**src/rtl/spi_xfer_arbiter.sv**
```systemverilog
// spi_xfer_arbiter: arbitrates two register-transaction requesters onto one
// byte-level SPI master engine. Each transaction is one command byte
// {we, 5'b0, addr} followed by len+1 data bytes, framed by ss_n with
// GAP_CYCLES of setup before the first byte and hold after the last.
//
// Ports:
//   clk, reset                    clock, asynchronous active-low reset
//   req*/we*/addr*/len*/wdata*    per-requester transaction request
//   grant                         one-hot current owner, 2'b00 when idle
//   done0, done1                  one-cycle completion pulse per requester
//   rdata                         read data of the last completed read
//   ss_n                          SPI slave select, active low
//   m_start, m_tx_data            byte start pulse and byte to send
//   m_done, m_rx_data             byte finished pulse and received byte
module spi_xfer_arbiter #(
  parameter int unsigned GAP_CYCLES = 4
) (
  input  logic        clk,
  input  logic        reset,
  input  logic        req0,
  input  logic        req1,
  input  logic        we0,
  input  logic        we1,
  input  logic [1:0]  addr0,
  input  logic [1:0]  addr1,
  input  logic [1:0]  len0,
  input  logic [1:0]  len1,
  input  logic [31:0] wdata0,
  input  logic [31:0] wdata1,
  output logic [1:0]  grant,
  output logic        done0,
  output logic        done1,
  output logic [31:0] rdata,
  output logic        ss_n,
  output logic        m_start,
  output logic [7:0]  m_tx_data,
  input  logic        m_done,
  input  logic [7:0]  m_rx_data
);

  localparam logic [7:0] GapInit = 8'(GAP_CYCLES);

  typedef enum logic [2:0] {StIdle, StSetup, StCmd, StData, StHold, StFinish} state_e;

  state_e      state_q;
  logic        we_q;
  logic [1:0]  addr_q;
  logic [1:0]  len_q;
  logic [31:0] wdata_q;
  logic [1:0]  idx_q;
  logic [7:0]  gap_q;
  logic        last_q;  // index of the requester served last

  logic        pick1;
  logic        done_acc;
  logic [1:0]  idx_nxt;
  logic [7:0]  wr_byte_nxt;

  // Requester 1 wins when alone, or on contention when 0 was served last.
  assign pick1       = req1 && (!req0 || !last_q);
  // A completion in the same cycle as our own start pulse cannot be ours.
  assign done_acc    = m_done && !m_start;
  assign idx_nxt     = idx_q + 2'd1;
  assign wr_byte_nxt = wdata_q[{idx_nxt, 3'b000} +: 8];

  always_ff @(posedge clk or negedge reset) begin
    if (!reset) begin
      state_q   <= StIdle;
      we_q      <= 1'b0;
      addr_q    <= 2'd0;
      len_q     <= 2'd0;
      wdata_q   <= 32'd0;
      idx_q     <= 2'd0;
      gap_q     <= 8'd0;
      last_q    <= 1'b1;
      grant     <= 2'b00;
      done0     <= 1'b0;
      done1     <= 1'b0;
      rdata     <= 32'd0;
      ss_n      <= 1'b1;
      m_start   <= 1'b0;
      m_tx_data <= 8'd0;
    end else begin
      m_start <= 1'b0;
      done0   <= 1'b0;
      done1   <= 1'b0;
      case (state_q)
        StIdle: begin
          if (req0 || req1) begin
            we_q    <= pick1 ? we1    : we0;
            addr_q  <= pick1 ? addr1  : addr0;
            len_q   <= pick1 ? len1   : len0;
            wdata_q <= pick1 ? wdata1 : wdata0;
            grant   <= pick1 ? 2'b10  : 2'b01;
            idx_q   <= 2'd0;
            ss_n    <= 1'b0;
            gap_q   <= GapInit;
            state_q <= StSetup;
          end
        end
        StSetup: begin
          gap_q <= gap_q - 8'd1;
          if (gap_q == 8'd1) begin
            m_start   <= 1'b1;
            m_tx_data <= {we_q, 5'b00000, addr_q};
            state_q   <= StCmd;
          end
        end
        StCmd: begin
          if (done_acc) begin
            idx_q     <= 2'd0;
            m_start   <= 1'b1;
            m_tx_data <= we_q ? wdata_q[7:0] : 8'h00;
            state_q   <= StData;
          end
        end
        StData: begin
          if (done_acc) begin
            if (!we_q) begin
              rdata[{idx_q, 3'b000} +: 8] <= m_rx_data;
            end
            idx_q <= idx_nxt;
            if (idx_q == len_q) begin
              gap_q   <= GapInit;
              state_q <= StHold;
            end else begin
              m_start   <= 1'b1;
              m_tx_data <= we_q ? wr_byte_nxt : 8'h00;
            end
          end
        end
        StHold: begin
          gap_q <= gap_q - 8'd1;
          if (gap_q == 8'd1) begin
            ss_n    <= 1'b1;
            done0   <= grant[0];
            done1   <= grant[1];
            state_q <= StFinish;
          end
        end
        StFinish: begin
          grant   <= 2'b00;
          last_q  <= grant[1];
          state_q <= StIdle;
        end
        default: state_q <= StIdle;
      endcase
    end
  end

endmodule

```
**config.mk**
```make
export PLATFORM = sky130hd
export DESIGN_NAME = spi_xfer_arbiter
export DESIGN_NICKNAME = d
export VERILOG_FILES = /design/src/rtl/spi_xfer_arbiter.sv
export SDC_FILE = /design/constraint.sdc
export NUM_CORES = 1
export LEC_CHECK = 0
export ABC_AREA = 1
export BUFFER_PORTS_ARGS = -buffer_cell sky130_fd_sc_hd__buf_2
export CORE_MARGIN = 1
export CORE_UTILIZATION = 40
export DETAILED_ROUTE_END_ITERATION = 10
export PLACE_DENSITY = 0.75
export SYNTH_ARGS = -nofsm -noshare
export SYNTH_HDL_FRONTEND = slang
export SYNTH_SLANG_ARGS = --single-unit
```
**constraint.sdc**
```tcl
create_clock -name clk -period 3.5 [get_ports clk]
set_input_delay 0.525 -clock clk [delete_from_list [all_inputs] [get_ports clk]]
set_output_delay 0.525 -clock clk [all_outputs]
set_load 0.03 [all_outputs]
```
---- After elaboration in Yosys (flattened, before gate mapping) ----
Cells that the tools add are included.
word-level totals
  bits in registers ....................... 97
  output and inout bits ................... 46
  logic and storage cells ................. 100
cells by class
  add/subtract/negate cells ............... 3
  equality and inequality tests ........... 14
  shift-type cells ........................ 3
  mux-type cells .......................... 42
  bitwise gates (word level) .............. 1
  reduce and logical (&&, ||, !) cells .... 22
operators with widths
  cell                    count
  $mux 8                  9
  $pmux 8 s3              2
  $bwmux 32               1
  $mux 32                 1
  $shift 8x7->32 const A  1
  $shiftx 32x6->8         1
  $shiftx 8x7->32         1
  $mux 3                  6
  $pmux 3 s5              1
  $mux 2                  7
  $ne 2x2->1 const B      7
  $mux 1                  11
  $reduce_bool 3->1       3
  $eq 8x1->1 const B      1
  $reduce_and 4->1        2
  $sub 8x1->8 const B     1
  $neg 5->7               1
  $eq 3x2->1 const B      2
  $eq 3x3->1 const B      2
  $pmux 2 s3              1
  $reduce_and 3->1        2
  $reduce_and 6->1        1
  $reduce_and 5->1        1
  $pmux 2 s2              1
  other kinds (13)        19

---- Logic depth before layout (Yosys ltp) ----
Gate-level depths: netlist of the first run.
  word-level depth ........................ 6
  gate-level depth with buffers ........... 11
  depth with buffers taken out ............ 9

---- Worst setup path before layout of the first run ----
No wires, ideal clock.
  path type ............................... flip-flop to flip-flop
  start ................................... reg idx_q[0]
  end ..................................... reg m_tx_data[2]
  library setup time ...................... 0.066 ns
  arrival time ............................ 1.905 ns
  required time ........................... 3.434 ns
  path slack .............................. 1.529 ns
  cell stages (with the launch flop) ...... 12
  path buffers ............................ 2
  clock period less this slack ............ 1.971 ns
  cells stage by stage .................... dfrtp_1 > inv_1 > clkbuf_1 > ha_1 > buf_2 > nor2_1 > nand2_1 > nand3_1 > nand3_1 > nand2_1 > nand2_1 > nand2_1
between the ends
  word-level cells in the longest chain between the ends .. 6
ends and longest elaborated chain
  element                   RTL line  RTL
  start: declaration        50        logic [1:0] idx_q;
  start signal: assignment  122       idx_q <= idx_nxt;
  $add 2x1->2               63        assign idx_nxt = idx_q + 2'd1;
  $shiftx 32x6->8           64        assign wr_byte_nxt = wdata_q[{idx_nxt, 3'b000} +: 8];
  $mux 8                    128       m_tx_data <= we_q ? wr_byte_nxt : 8'h00;
  $mux 8                    123       if (idx_q == len_q) begin
  $mux 8                    118       if (done_acc) begin
  $pmux 8 s3                87        case (state_q)
  end signal: assignment    105       m_tx_data <= {we_q, 5'b00000, addr_q};
  end signal: assignment    113       m_tx_data <= we_q ? wdata_q[7:0] : 8'h00;
  end signal: assignment    128
  end: declaration          36        output logic [7:0] m_tx_data,
Parallel ways exist; a longest one is shown, timed or not. The select of a mux whose other input is x is not followed.
A chain may end at the register's enable or synchronous reset.

---- Worst setup path after layout of the first run ----
  start ................................... reg idx_q[0]
  end ..................................... reg rdata[22]
between the ends
  word-level cells in the longest chain between the ends .. 3
ends and longest elaborated chain
  element                                            RTL line  RTL
  $neg 5->7 (*)                                      120       rdata[{idx_q, 3'b000} +: 8] <= m_rx_data;
  $shiftx 8x7->32 or $shift 8x7->32 (tied branches)  120
  $bwmux 32 (*)                                      120
  end signal: indexed assignment                     120
  end: declaration                                   33        output logic [31:0] rdata,
Every way passes the cells marked *; elsewhere a longest branch is shown, timed or not.

==> flow_metrics.env, run 1 <==
export IMPL_outcome="finished clean"
export IMPL_synth_cell_types=31
export IMPL_clock_path_buffers=2
export IMPL_fin_nets=858
export IMPL_final_hold_viol_count=0
export IMPL_relSlewSlack=0.404
export IMPL_ys_warn_count=0
export IMPL_synth_edf_count=0
export IMPL_slew_violations=0
export IMPL_core_rowCount=40
export IMPL_path_max_fanout=20
export IMPL_cts_buffers=9
export IMPL_fmax_mhz=404
export IMPL_finalCritPeriodShare=0.707
export IMPL_cap_violations=0
export IMPL_ys_async_sr_fraction=1.00
export IMPL_die_w_um=114
export IMPL_n_antenna_cell=0
export IMPL_hp_class="input port to async pin"
export IMPL_area_growth_syn_to_layout_pct=21.6
export IMPL_syn_nets=738
export IMPL_wl_per_cell_um=13.9
export IMPL_peakVddDrop_v=0.000347
export IMPL_hpwl_um=9460
export IMPL_cts_sinks=97
export IMPL_post_cts_repair_setup_buffers=0
export IMPL_ys_flop_type="dfrtp_1"
export IMPL_period_needed_ns=2.48
export IMPL_gp_congestion=0.833
export IMPL_grt_max_degree=56
export IMPL_finalSetupViolations=0
export IMPL_vias=4793
export IMPL_r2r_slack_ns=1.02
export IMPL_clk_latency_ns=0.35
export IMPL_routed_via_density=5.12
export IMPL_fin_tns_setup_ns=0
export IMPL_worst_slew_pin_slew_ns=0.893
export IMPL_synth_area_mm2=0.00500
export IMPL_rsz0062_at_grt="no"
export IMPL_power_mw=4.77
export IMPL_start_util=0.413
export IMPL_ant_nets=0
export IMPL_synth_area_per_cell_um2=7.76
export IMPL_grt_remaining_overflow=0
export IMPL_die_h_um=114
export IMPL_syn_inst=644
export IMPL_crit_type="flop to flop"
export IMPL_end_kind="flop"
export IMPL_routed_wl_um=13000
export IMPL_ctsHoldBuffers=0
export IMPL_antenna_found_initial=0
export IMPL_synth_seq_cells=97
export IMPL_layout_common_cells="160 x nand2_1, 131 x buf_2, 95 x dfrtp_1, 69 x nor2_1, 66 x o21ai_0"
export IMPL_n_fill_cell=1243
export IMPL_portBuffers=132
export IMPL_grt_usage=0.215
export IMPL_drtPass1Iterations=7
export IMPL_worstSetupStartpointType="flop"
export IMPL_final_common_cell="nand2_1"
export IMPL_cts_root_buffer="clkbuf_16"
export IMPL_coreArea_mm2=0.0121
export IMPL_critPathArrivalTime_ns=2.76
export IMPL_dieArea_mm2=0.0130
export IMPL_grt_pass1_wl_um=21800
export IMPL_grt_pass1_vias=4509
export IMPL_fin_skew_ns=0.0113
export IMPL_clk_pin_slew_ns=0.07
export IMPL_powerDensity_mw_per_mm2=785
export IMPL_io_pins=133
export IMPL_ys_seq_area_frac=0.486
export IMPL_htreeDepth=3
export IMPL_p_leak_nw=3.32
export IMPL_drc=0
export IMPL_cts_tree="built"
export IMPL_drive_gt1_frac=0.228
export IMPL_cp_required_ns=3.79
export IMPL_cts_resized=0
export IMPL_drt_initial_drc_count=309
[metrics by stage]
stage	hold WS, ns	utilization	area (µm²)	cells	setup WS (ns)
3_3_place_gp	0.457	0.478	5790	921	1.14
4_1_cts	0.253	0.502	6080	937	1.03
3_5_place_dp	0.461	0.478	5790	921	1.05
6_report	0.227	0.502	6080	937	1.02
5_1_grt	0.277	0.502	6080	937	0.760
2_1_floorplan	0.229	-	5000	644	1.53
[cell families (layout without fill, tap and decap cells)]
group,Yosys count,count (layout),synth area share
fa+ha+maj,7,7,0.0175
buf+inv,85,210,0.0688
simple gates,328,328,0.293
xor+xnor,1,1,0.00175
flops,97,97,0.486
compound gates,126,126,0.133
[path summary, 6_finish.rpt]
path / startpoint / to / depth (start not counted)
worst max register to register: idx_q[0] / rdata[22] / 6
min in group clk: m_rx_data[6] / rdata[6] / 3
worst min register to register: ss_n / ss_n / 2
worst min-delay path: reset / rdata[15] / 1
worst max-delay path: idx_q[0] / rdata[22] / 6
max in group asynchronous: reset / last_q / 2
[where the power goes]
group,switching (mW),internal [mW]
logic,1.41,0.639
clock network,0.431,0.544
registers,0.254,1.50
total,2.09,2.68
[registers in the layout, indices dropped and copies added, names as in the netlist]
name	count
rdata	32
wdata_q	32
gap_q	8
m_tx_data	8
state_q	3
addr_q	2
grant	2
idx_q	2
len_q	2
done0	1
done1	1
last_q	1
m_start	1
ss_n	1
we_q	1
[cell type report]
class,count,area (µm²),area share
multi-input combinational,462,2230,0.367
clock buffer,13,270,0.0445
clock inverter,3,22.5,0.00370
inverter,57,215,0.0354
timing repair buffer,137,701,0.115
tap,168,210,0.0346
sequential,97,2430,0.400
[critical path: stages, from the launching register on]
cell      delay [ns]
dfrtp_1         0.37
inv_1           0.30
ha_1            0.61
clkinv_1        0.43
nor2_1          0.47
nand3_1         0.15
nand2_1         0.09
[layer usage]
layer / GRT usage / vias to the layer above / part of all wire
li1: - / 2370 / -
met1: 0.303 / 2217 / 0.46
met2: 0.338 / 188 / 0.46
met3: 0.0414 / 18 / 0.064
met4: 0.0649 / 0 / 0.014
met5: 0 / - / 0
[synthesized netlist by cell type, types with 2 or more instances]
cell type / instances / area [µm²]
nand3_2: 2 / 20.0
nor2_2: 3 / 18.8
buf_2: 10 / 50.1
nand4_1: 25 / 156
inv_1: 54 / 203
or2_2: 5 / 31.3
buf_4: 3 / 22.5
nand2_1: 160 / 601
clkbuf_1: 13 / 48.8
o21ai_0: 66 / 330
dfrtp_1: 95 / 2380
nand2_2: 2 / 12.5
nor2_4: 5 / 56.3
o22ai_1: 20 / 125
o21bai_1: 2 / 15.0
o21ai_1: 31 / 155
a21oi_1: 6 / 30.0
nand3_1: 53 / 265
dfstp_2: 2 / 52.6
ha_1: 7 / 87.6
nor2_1: 69 / 259
buf_1: 2 / 7.51
No activity file was read; power rests on OpenSTA's default activity.
==> run 2, diff against run 1 <==
Settings changed: PLACE_DENSITY 0.75 to 0.78.
Clock period 3.5 ns to 2.01 ns, I/O delays scaled along.
==> run 2 against run 1 <==
Compared with the run above:
- sequential power up 71%
- via count shrank 0.56%
- count of clock-buffer cells in the layout shrank 3
- fmax grew 40%
- sequential cell count is the same
- worst hold slack worse by 0.022 ns
- register-to-register slack worse by 0.78 ns
- combinational power up 85%
- wire length hardly changed
- die area unchanged
- clock power rose by 94%
- non-clock buffer count up 15
- critical endpoint is now rdata[3]
==> flow_metrics.env, run 2 (same netlist as run 1, synthesis figures left out) <==
export IMPL_p_int_mw=5.00
export IMPL_cts_root_buffer="clkbuf_16"
export IMPL_dieArea_mm2=0.0130
export IMPL_final_common_cell="nand2_1"
export IMPL_period_needed_ns=1.76
export IMPL_critPathArrivalTime_ns=2.05
export IMPL_cpPeakStageDelay_ns=0.42
export IMPL_antenna_found_initial=0
export IMPL_p_sw_frac=0.425
export IMPL_die_w_um=114
export IMPL_grt_pass1_wl_um=21500
export IMPL_combPwrFrac=0.438
export IMPL_cap_violations=0
export IMPL_power_switching_mw=3.69
export IMPL_cts_resized=0
export IMPL_cts_buffers=9
export IMPL_wl_per_cell_um=13.6
export IMPL_drtPass1Iterations=6
export IMPL_grt_max_degree=58
export IMPL_p_seq_frac=0.345
export IMPL_n_fill_cell=1235
export IMPL_portBuffers=132
export IMPL_path_max_fanout=13
export IMPL_finalSetupViolations=0
export IMPL_reg_largest_list="rdata (32), wdata_q (32)"
export IMPL_vias=4766
export IMPL_routed_wl_um=13000
export IMPL_htreeDepth=3
export IMPL_hp_class="input port to flop"
export IMPL_clock_path_buffers=2
export IMPL_place_area_mm2=0.00590
export IMPL_worstSetupStartpointType="flop"
export IMPL_fmax_mhz=567
export IMPL_drive_gt1_frac=0.241
export IMPL_clk_pin_slew_ns=0.07
export IMPL_die_h_um=114
export IMPL_p_leak_nw=3.40
export IMPL_slowest_stage="nor2_1"
export IMPL_outcome="finished clean"
export IMPL_drt_initial_drc_count=488
export IMPL_relSlewSlack=0.441
export IMPL_io_pins=133
export IMPL_finalInstanceArea_mm2=0.00624
export IMPL_cp_common_cell="inv_1"
export IMPL_core_rowCount=40
export IMPL_layout_common_cells="160 x nand2_1, 131 x buf_2, 95 x dfrtp_1, 69 x nor2_1, 66 x o21ai_0"
export IMPL_finalCritPeriodShare=0.878
export IMPL_fin_tns_setup_ns=0
export IMPL_coreArea_mm2=0.0121
export IMPL_peakVddDrop_v=0.000682
export IMPL_grt_remaining_overflow=0
export IMPL_final_hold_viol_count=0
export IMPL_clk_latency_ns=0.35
export IMPL_grt_pass1_vias=4502
export IMPL_cp_cell_sequence="inv_1, buf_4, ha_1, inv_1, nor2_1, nand3_1, nand2_1"
export IMPL_rsz0062_at_grt="no"
export IMPL_pwr_share_clk=0.218
export IMPL_drc=0
export IMPL_worst_slew_pin_slew_ns=0.837
export IMPL_area_growth_syn_to_layout_pct=24.8
export IMPL_end_kind="flop"
export IMPL_hpwl_um=9630
export IMPL_crit_type="flop to flop"
export IMPL_gp_congestion=0.917
export IMPL_start_util=0.413
export IMPL_routed_via_density=5.01
export IMPL_cp_required_ns=2.30
export IMPL_cts_sinks=97
export IMPL_slew_violations=0
export IMPL_ant_nets=0
export IMPL_powerDensity_mw_per_mm2=1390
export IMPL_grt_usage=0.213
export IMPL_n_antenna_cell=0
export IMPL_fin_nets=873
export IMPL_cts_tree="built"
export IMPL_fin_skew_ns=0.00683
## run 2: cell count changes in the layout (fill, tap and decap cells not counted), sizes merged
cell	previous run	this run
clkinv	4	3
dlygate4sd3	0	1
clkbuf	13	10
bufinv	0	2
inv	56	57
buf	137	151
## run 2: worst max-delay path: cells and delay by family (launching register included)
family / cells / cell delay (ns)
adders and majority gates: 1 / 0.34
buffers and inverters: 3 / 0.33
DFF: 1 / 0.37
and+or+nand+nor: 3 / 0.65
## run 2: through the flow
step	utilization	setup WS (ns)	std cells	power (mW)	hold slack, ns
2_1_floorplan	-	0.0390	644	5.67	0.00591
3_3_place_gp	0.488	0.316	935	6.75	0.323
3_5_place_dp	0.488	0.257	935	6.83	0.330
4_1_cts	0.515	0.247	951	8.72	0.196
5_1_grt	0.515	0.0364	951	9.35	0.216
6_report	0.515	0.245	951	8.69	0.205
## run 2: final timing paths
| check | start | end | slack [ns] | cells past startpoint |
|---|---|---|---|---|
| max reg2reg | idx_q[0] | rdata[3] | 0.25 | 7 |
| max in group asynchronous | reset | addr_q[0] | 0.82 | 3 |
| min reg2reg | ss_n | ss_n | 0.47 | 2 |
| min in group asynchronous | reset | wdata_q[31] | 0.52 | 2 |
| min | m_rx_data[5] | rdata[5] | 0.20 | 3 |
| max | idx_q[0] | rdata[3] | 0.25 | 7 |
## run 2: area by class of cell
cell class,instances,area [µm²],area share
well taps,168,210,0.0337
clock buffers,10,239,0.0383
clock inverters,5,86.3,0.0138
flip-flops and latches,97,2430,0.389
repair buffers,152,828,0.133
inverters,57,215,0.0345
multi-input cells,462,2230,0.358
## run 2: power groups by stage
stage | clock, mW | sequential, mW | combinational (mW)
final | 1.89 | 3.00 | 3.80
after global routing | 2.00 | 3.07 | 4.28
after CTS | 1.91 | 2.99 | 3.82
after detailed placement | 0 | 3.02 | 3.80
after global placement | 0 | 3.00 | 3.75
after floorplan | 0 | 3.23 | 2.44
## run 2: routing by layer
layer | track usage | routed length (µm) | vias to the layer above
met3 | 0.0484 | 820 | 28
li1 | - | - | 2406
met4 | 0.0753 | 278 | 0
met1 | 0.283 | 6060 | 2143
met2 | 0.342 | 5810 | 189
met5 | 0 | 0 | -
## run 2: repair_timing
item	in CTS	in global routing
hold buffers	1	0
endpoints found under the setup margin	0	0
endpoints found under the hold margin	37	0
setup buffers	0	0
==> run 3, diff against run 2 <==
Settings changed: PLACE_DENSITY 0.78 to 0.74.
==> run 3 against run 2 <==
Compared with the run above:
- register-to-register slack worse by 0.04 ns
- count of clock-buffer cells in the layout grew 3
- fmax is 2.2% lower
- core utilization down 0.21 points
- cell count down 0.32%
- critical path depth stayed put
- critical endpoint is now rdata[0]
==> flow_metrics.env, run 3 (same netlist as run 1, synthesis figures left out) <==
export IMPL_n_antenna_cell=0
export IMPL_clk_latency_ns=0.35
export IMPL_p_leak_nw=3.38
export IMPL_hp_class="input port to flop"
export IMPL_critPathArrivalTime_ns=2.09
export IMPL_drt_initial_drc_count=337
export IMPL_grt_pass1_wl_um=21200
export IMPL_ant_nets=0
export IMPL_core_rowCount=40
export IMPL_io_pins=133
export IMPL_cts_root_buffer="clkbuf_16"
export IMPL_clk_pin_slew_ns=0.06
export IMPL_htreeDepth=3
export IMPL_final_common_cell="nand2_1"
export IMPL_routed_wl_um=12900
export IMPL_coreArea_mm2=0.0121
export IMPL_period_needed_ns=1.80
export IMPL_layout_common_cells="160 x nand2_1, 131 x buf_2, 95 x dfrtp_1, 68 x nor2_1, 66 x o21ai_0"
export IMPL_grt_max_degree=58
export IMPL_final_hold_viol_count=0
export IMPL_die_w_um=114
export IMPL_reg_largest_list="rdata (32), wdata_q (32)"
export IMPL_cap_violations=0
export IMPL_drc=0
export IMPL_grt_usage=0.209
export IMPL_cts_sinks=97
export IMPL_die_h_um=114
export IMPL_grt_remaining_overflow=0
export IMPL_drive_gt1_frac=0.236
export IMPL_n_fill_cell=1214
export IMPL_fin_tns_setup_ns=0
export IMPL_finalCritPeriodShare=0.898
export IMPL_wl_per_cell_um=13.6
export IMPL_routed_via_density=4.99
export IMPL_hold_ws_ns=0.194
export IMPL_multiInputGateArea_mm2=0.00223
export IMPL_cp_required_ns=2.30
export IMPL_clock_path_buffers=2
export IMPL_grt_pass1_vias=4385
export IMPL_end_kind="flop"
export IMPL_fin_nets=869
export IMPL_cts_buffers=9
export IMPL_powerDensity_mw_per_mm2=1390
export IMPL_antenna_found_initial=0
export IMPL_vias=4726
export IMPL_outcome="finished clean"
export IMPL_cts_tree="built"
export IMPL_finalSetupViolations=0
export IMPL_start_util=0.413
export IMPL_worst_slew_pin_slew_ns=0.864
export IMPL_hpwl_um=9540
export IMPL_slew_violations=0
export IMPL_fin_skew_ns=0.00592
export IMPL_area_growth_syn_to_layout_pct=24.3
export IMPL_drtPass1Iterations=5
export IMPL_peakVddDrop_v=0.000717
export IMPL_crit_type="flop to flop"
export IMPL_fmax_mhz=554
export IMPL_post_cts_repair_setup_buffers=0
export IMPL_relSlewSlack=0.423
export IMPL_gp_congestion=0.879
export IMPL_dieArea_mm2=0.0130
export IMPL_worstSetupStartpointType="flop"
export IMPL_rsz0062_at_grt="no"
export IMPL_seqCellArea_mm2=0.00243
export IMPL_path_max_fanout=8
export IMPL_portBuffers=132
-- run 3: cell types whose count changed in the layout (fill, tap and decap cells not counted) --
| cell | change |
|---|---|
| buf_12 | +1 |
| buf_4 | -5 |
| clkbuf_1 | +3 |
| clkinv_2 | +1 |
| clkinv_4 | -1 |
| inv_6 | -2 |
| nor2_1 | -1 |
| nor2_2 | +1 |
-- run 3: layout make-up --
class | count | area share
repair buffers | 148 | 0.130
flip-flops and latches | 97 | 0.391
multi-input cells | 462 | 0.359
well taps | 168 | 0.0338
inverters | 57 | 0.0346
clock buffers | 13 | 0.0403
clock inverters | 3 | 0.0105
-- run 3: critical path: stages (launching register included) --
cell and delay, ns:
dfrtp_1 0.40, inv_1 0.10, ha_1 0.39, nor2_2 0.17, inv_1 0.07, nor2_1 0.39
nand3_1 0.14, nand2_1 0.08
-- run 3: per-stage QoR --
stage	power, mW	setup slack [ns]	util	std cells	instance area (µm²)
after floorplan	5.67	0.0390	-	644	5000
after global placement	6.76	0.217	0.486	931	5890
after detailed placement	6.81	0.194	0.486	931	5890
after CTS	8.68	0.167	0.513	948	6210
after global routing	9.30	0.0135	0.513	948	6210
final	8.62	0.206	0.513	948	6210
-- run 3: worst paths after layout --
check,start,endpoint,slack [ns],cells after the start
max in group asynchronous,reset,addr_q[0],0.87,3
min in group asynchronous,reset,rdata[9],0.46,2
max reg2reg,idx_q[1],rdata[0],0.21,7
max,idx_q[1],rdata[0],0.21,7
min,m_rx_data[4],rdata[4],0.19,3
min reg2reg,ss_n,ss_n,0.47,2
-- run 3: metal layers --
| layer | up-vias | wire [µm] | global-route usage |
|---|---|---|---|
| met1 | 2141 | 6010 | 0.283 |
| met3 | 15 | 834 | 0.0547 |
| met4 | 0 | 260 | 0.0658 |
| li1 | 2397 | - | - |
| met5 | - | 0 | 0 |
| met2 | 173 | 5810 | 0.329 |
-- run 3: repair_timing --
action,in CTS,in global routing
resized for setup,0,1
endpoints found under the hold margin,32,0
hold buffers,1,0
endpoints found under the setup margin,0,4
-- run 3: where the power goes --
| group | switching [mW] | total (mW) | internal, mW | leakage, nW |
|---|---|---|---|---|
| sequential | 0.434 | 3.04 | 2.61 | 1.25 |
| clock | 0.716 | 1.84 | 1.12 | 0.154 |
| combinational | 2.50 | 3.74 | 1.24 | 1.98 |
| total | 3.65 | 8.62 | 4.98 | 3.38 |
